<file path="config.mk">
export PLATFORM = sky130hd
export DESIGN_NAME = router_ctrl_fsm
export DESIGN_NICKNAME = d
export VERILOG_FILES = /design/src/rtl/router_ctrl_fsm.sv
export SDC_FILE = /design/constraint.sdc
export NUM_CORES = 1
export LEC_CHECK = 0
export CAP_MARGIN = 20
export CORE_AREA = 5 5 42 44
export CTS_BUF_LIST = sky130_fd_sc_hd__clkbuf_16
export CTS_CLUSTER_DIAMETER = 40
export DETAILED_ROUTE_END_ITERATION = 8
export DIE_AREA = 0 0 47 49
export PLACE_DENSITY = 0.81
export SLEW_MARGIN = 15
export SYNTH_ARGS = -nofsm -noshare
export SYNTH_HDL_FRONTEND = slang
export SYNTH_SLANG_ARGS = --single-unit
</file>
<file path="constraint.sdc">
create_clock -name clk -period 1.6 [get_ports clk]
set_input_delay 0.32 -clock clk [delete_from_list [all_inputs] [get_ports clk]]
set_output_delay 0.32 -clock clk [all_outputs]
set_load 0.02 [all_outputs]
</file>
<file path="src/rtl/router_ctrl_fsm.sv">
// Packet-receive controller for the 1x3 router: decodes the header destination,
// sequences header/payload/parity loading and stalls the source when needed.
module router_ctrl_fsm (
  input  logic       clk,
  input  logic       resetn,
  input  logic       pkt_valid,
  input  logic [1:0] data_in,
  input  logic       fifo_full,
  input  logic [2:0] fifo_empty,
  input  logic [2:0] soft_reset,
  input  logic       parity_done,
  input  logic       low_pkt_valid,
  output logic       detect_add,
  output logic       lfd_state,
  output logic       ld_state,
  output logic       laf_state,
  output logic       full_state,
  output logic       write_enb_reg,
  output logic       rst_int_reg,
  output logic       busy
);

  typedef enum logic [2:0] {
    S_DA  = 3'd0,
    S_LFD = 3'd1,
    S_LD  = 3'd2,
    S_FFS = 3'd3,
    S_LAF = 3'd4,
    S_LP  = 3'd5,
    S_CPE = 3'd6,
    S_WTE = 3'd7
  } state_e;

  state_e     state_q, state_d;
  logic [1:0] addr_q, addr_d;

  // Address 2'b11 has no destination, so its flag reads as 0.
  function automatic logic dest_bit(input logic [2:0] vec, input logic [1:0] idx);
    case (idx)
      2'd0:    dest_bit = vec[0];
      2'd1:    dest_bit = vec[1];
      2'd2:    dest_bit = vec[2];
      default: dest_bit = 1'b0;
    endcase
  endfunction

  logic addr_ok;
  assign addr_ok = (data_in != 2'b11);

  always_comb begin
    // NOTE: every signal driven here gets a default first so no path can infer a latch.
    state_d = state_q;
    addr_d  = addr_q;
    case (state_q)
      S_DA: begin
        if (pkt_valid && addr_ok) begin
          addr_d  = data_in;
          state_d = dest_bit(fifo_empty, data_in) ? S_LFD : S_WTE;
        end
      end
      S_LFD: state_d = S_LD;
      S_LD: begin
        if (fifo_full)       state_d = S_FFS;
        else if (!pkt_valid) state_d = S_LP;
      end
      S_FFS: begin
        if (!fifo_full) state_d = S_LAF;
      end
      S_LAF: begin
        if (parity_done)        state_d = S_DA;
        else if (low_pkt_valid) state_d = S_LP;
        else                    state_d = S_LD;
      end
      S_LP:  state_d = S_CPE;
      S_CPE: state_d = fifo_full ? S_FFS : S_DA;
      S_WTE: begin
        if (dest_bit(fifo_empty, addr_q)) state_d = S_LFD;
      end
      default: state_d = S_DA;
    endcase

    // A soft reset of the selected destination abandons the packet from any busy state.
    if (state_q != S_DA && dest_bit(soft_reset, addr_q)) state_d = S_DA;
  end

  always_ff @(posedge clk or negedge resetn) begin
    if (!resetn) begin
      state_q <= S_DA;
      addr_q  <= 2'd0;
    end else begin
      // NOTE: non-blocking assignments so all registers update from pre-edge values.
      state_q <= state_d;
      addr_q  <= addr_d;
    end
  end

  assign detect_add    = (state_q == S_DA);
  assign lfd_state     = (state_q == S_LFD);
  assign ld_state      = (state_q == S_LD);
  assign laf_state     = (state_q == S_LAF);
  assign full_state    = (state_q == S_FFS);
  assign rst_int_reg   = (state_q == S_CPE);
  assign write_enb_reg = (state_q == S_LD) || (state_q == S_LP) || (state_q == S_LAF);
  assign busy          = (state_q != S_DA) && (state_q != S_LD);

endmodule

</file>
### After elaboration in Yosys (flattened, before gate mapping)

Cells that the tools add are included.
Widths: inputs -> output; s select.

| storage, ports and cells | value |
|---|---|
| register bits after elaboration | 5 |
| input bits | 14 |
| output and inout port bits | 8 |
| word-level logic and storage cells | 47 |

| operators by class | value |
|---|---|
| eq/ne operators | 17 |
| mux-type cells | 17 |
| reductions and logical operators | 11 |

Operators by type and width:

| cell | number |
|---|---|
| $mux 3 | 9 |
| $pmux 3 s8 | 1 |
| $eq 3x3->1 const B | 4 |
| $pmux 1 s3 | 3 |
| $eq 3x2->1 const B | 2 |
| $ne 3x2->1 const B | 2 |
| $eq 2x1->1 const B | 2 |
| $eq 2x2->1 const B | 2 |
| $logic_not 2->1 | 2 |
| $ne 4x3->1 const B | 1 |
| $reduce_and 4->1 | 1 |
| $eq 3x1->1 const B | 1 |
| $logic_and 1x1->1 | 3 |
| $logic_not 3->1 | 1 |
| $mux 1 | 3 |
| $ne 3x1->1 const B | 1 |
| $ne 3x3->1 const B | 1 |
| $reduce_bool 3->1 | 1 |
| $logic_or 1x1->1 | 2 |
| $mux 2 | 1 |
| $ne 2x2->1 const B | 1 |
| $reduce_and 2->1 | 1 |

### Longest topological paths before layout

| logic depth | value |
|---|---|
| depth after elaboration | 8 |
| gate-level depth with buffers | 6 |

### Least setup slack after synthesis

No wires, ideal clock.

| path | value |
|---|---|
| path type | register -> output |
| from | register state_q[2] |
| to | output write_enb_reg |
| arrival time | 1.349 ns |
| required time | 1.280 ns |
| setup slack | -0.069 ns |
| cell stages (with the launch flop) | 4 |
| path through | dfrtp_1 -> or2_2 -> nor2_1 -> a21o_1 |

| between the ends | value |
|---|---|
| longest elaborated chain between the ends | 3 |
| elaborated cells between the ends (all ways) | 5 |

RTL lines:

| element | RTL line | text |
|---|---|---|
| start, declared | 34 | `state_e state_q, state_d;` |
| start signal, assigned | 92 | `state_q <= state_d;` |
| $eq 3x2->1 | -- |  |
| named net ld_state | 15 | `output logic ld_state,` |
| $logic_or 1x1->1 (2 in a row) | 103 | `assign write_enb_reg = (state_q == S_LD) \|\| (state_q == S_LP) \|\| (state_q == S_LAF);` |
| end, declared | 18 | `output logic write_enb_reg,` |

The timed path passes the listed nets, and every way through them passes these cells.

### Final worst setup path

| path | value |
|---|---|
| from | input fifo_empty[1] |
| to | register state_q[0] |

| between the ends | value |
|---|---|
| longest elaborated chain between the ends | 4 |

RTL lines:

| element | RTL line | text |
|---|---|---|
| start, declared | 9 | `input logic [2:0] fifo_empty,` |
| $pmux 1 s3 | 39 | `case (idx)` |
| $mux 1 | 54 | `case (state_q)` |
| $ne 3x3->1 (no line) | -- |  |
| $reduce_and 4->1 (no line) | -- |  |

No other way between the ends. The select of a mux whose other input is x is not followed.
A chain may end at the register's enable or synchronous reset.

==> summary.md <==
| Metric | Value |
|---|---|
| First-pass GRT wire length | `2118 um` |
| Min cycle time layout | `between 1500 and 2000 ps` |
| Mapped Cells | `58` |
| Register-to-register setup slack | `approximately 140 ps` |
| Synth Cell Area | `roughly 450 um2` |
| Vias | `556` |
| Total Routed Length | `1418 um` |
| TritonRoute pass-1 iters | `4` |
| GRT Total Usage | `12.66%` |
| Initial antenna violation count | `0` |
| TritonCTS Sinks | `5` |
| Post-DP Area | `767.0 um2` |
| Critical R2R Launch | `state_q[1]` |
| Most common cell after layout, fill and taps aside | `buf_4` |
| Rows | `14` |
| Initial Util | `32.23%` |
| Nets@finish | `109` |
| Slew @ Worst Pin | `227.5 ps` |
| Num ports | `22` |
| Hold WC Path Type | `in2async` |
| CP Cell Sequence | `clkdlybuf4s50_1 > mux2_4 > a211oi_4 > a31o_2 > mux2i_1 > nor2_1` |
| Largest net degree at the start of global routing | `13` |
| Fill count | `between 100 and 150` |
| Sequential fraction of the synthesis area | `27.70%` |
| Worst setup EP type | `register` |
| Yosys reg bits | `5` |
| Fmax | `647.7 MHz` |
| Sequential Area | `125.1 um2` |
| Wire per inst | `around 13 um` |
| Worst skew pair latency | `220 ps` |
| LEAKAGE | `0.4057 nW` |
| Area of the die | `2303 um2` |
| Synth Flop Type | `dfrtp_1` |
| Final Cycle Share | `96.49%` |
| Ant diodes | `0` |
| Crit path from | `fifo_empty[1]` |
| Max incr delay on CP | `around 430 ps` |
| Unique cell type count in the Yosys netlist | `28` |
| Power Dens Cells | `1996 nW/um2` |
| Number of H-tree levels | `1` |
| Unrepaired setup endpoints after global routing | `false` |
| Worst rel slew slack | `84.70%` |
| Util after Layout | `between 50% and 60%` |
| Commonest non-fill, non-tap cells in the layout | `buf_4, clkdlybuf4s50_1, nor2_1, dfrtp_1, buf_2` |
| Clock skew | `0.2105 ps` |
| Critical path launch point type | `primary input` |
| Fraction of layout cells with a size suffix above 1 | `37.23%` |
| Setup CP Type | `in2reg` |
| Die width | `47 um` |
| Number of flops mapped to enable cells by yosys | `0` |
| Antenna viol nets, final | `0` |
| Worst slack, placed | `-220.9 ps` |
| CP arrival | `around 1700 ps` |
| Peak supply drop | `0.001159 V` |
| Setup violators final | `0` |
| CTS tree | `yes` |
| Status | `completed` |
| CP max stage cell | `clkdlybuf4s50_1` |
| Req. time, crit path | `1700 ps` |
| Total grt overflow | `0` |
| Core Area | `1401 um2` |
| Syn nets | `72` |
| Slew Limit Fails | `0` |
| CP Max Fanout | `2` |
| Reg clk slew, reported paths | `approximately 30 ps` |
| FF-to-FF End | `state_q[0]` |
| Maxcap violations | `0` |
| Clock Root Buffer | `clkbuf_16` |
| DP Wirelength | `1106 um` |
| Async set-reset flop share out of synthesis | `100.0%` |
| Via/cell ratio | `5.055` |
| PortBufs | `21` |
| CP Capture Point | `state_q[0]` |
| Cts bufs inserted | `3` |
| Mean Syn Cell Area | `between 7 and 8 um2` |
| Clock tree buffer depth | `2` |
| Multi-input gate area | `~310 um2` |
| Yosys warns | `0` |
| DRC | `0` |
| Reg2reg path depth | `6` |
| Vias in the first global route | `515` |
| Area delta synth->final | `83.38%` |
| Final hold violation count | `0` |
| Final worst slack | `56.17 ps` |
| Design Area, Final | `828.3 um2` |
| Die Y | `about 49 um` |
| Postcts setup bufs | `0` |
| 1st-iter DRT viols | `6` |
| Placer Congestion | `0.7757` |
==> registers in the layout (all words and copies together) (netlist names) <==
register  cells
state_q       3
addr_q        2
==> per-stage QoR <==
stage	instances	hold slack (ps)	power, mW	setup TNS [ps]
floorplan	58	24.41	0.8178	0
global placement	106	554.2	1.267	-1349
detailed placement	106	553.8	1.284	-1519
CTS	110	319.2	1.624	0
global route	110	334.1	1.771	0
finish	110	313.7	1.653	0
==> critical path, delay by kind of cell <==
kind	cells	cell delay (ps)
AND/OR/NAND/NOR	1	50
buffers and inverters	1	430
AO/OA/AOI/OAI	2	390
multiplexers	2	460
==> kinds of logic (layout without fill, tap and decap cells) <==
| logic type | after synthesis | count (layout) | share of synthesized area [%] |
|---|---|---|---|
| AOI/OAI and AO/OA | 18 | 18 | 27.15 |
| DFF | 5 | 5 | 27.70 |
| buffers and inverters | 6 | 42 | 6.646 |
| and+or+nand+nor | 24 | 24 | 26.04 |
| muxes | 5 | 5 | 12.46 |
==> synthesized netlist by cell type (2+ instances only) <==
| cell | n | area share [%] |
|---|---|---|
| buf_4 | 2 | 3.3 |
| nand2_1 | 3 | 2.5 |
| mux2i_1 | 3 | 6.6 |
| o21ai_0 | 4 | 4.4 |
| dfrtp_1 | 5 | 28 |
| nor2_1 | 9 | 7.5 |
| inv_1 | 4 | 3.3 |
| nor3_1 | 4 | 4.4 |
| and3_1 | 2 | 2.8 |
| a21oi_1 | 4 | 4.4 |
==> timing repair <==
action	4_1_cts	5_1_grt
gates cloned	0	0
endpoints found under the setup margin	8	6
hold buffers	0	0
pin swaps	0	1
gates resized for setup	32	8
==> worst min path at each step <==
| stage | depth (start not counted) | end |
|---|---|---|
| 2_1_floorplan | 0 | addr_q[0] |
| 3_3_place_gp | 1 | state_q[1] |
| 3_5_place_dp | 1 | state_q[1] |
| 4_1_cts | 1 | state_q[1] |
| 5_1_grt | 1 | addr_q[0] |
| 6_report | 1 | state_q[1] |
==> where the power goes <==
part	total (mW)	internal, mW	switching [mW]
clock	0.395	0.323	0.0725
combinational	1.01	0.481	0.526
sequential	0.251	0.191	0.0604
==> per-layer routing <==
layer | share of wire (%) | global-route usage, % | vias up | routed length (um)
li1 | - | - | 282 | -
met1 | 43 | 15.59 | 256 | 614
met2 | 50 | 19.91 | 14 | 703
met3 | 5.4 | 3.321 | 4 | 76
met4 | 1.7 | 5.530 | 0 | 24
met5 | 0 | 0 | - | 0
==> area by class of cell <==
class                   count  share of cell area (%)
multi-input cells          47                   37.92
repair buffers             34                   33.23
flip-flops and latches      5                   15.11
clock buffers               3                   9.063
well taps                  16                   2.417
inverters                   4                   1.813
clock inverters             1                  0.4532
(Power assumes the default switching activity.)
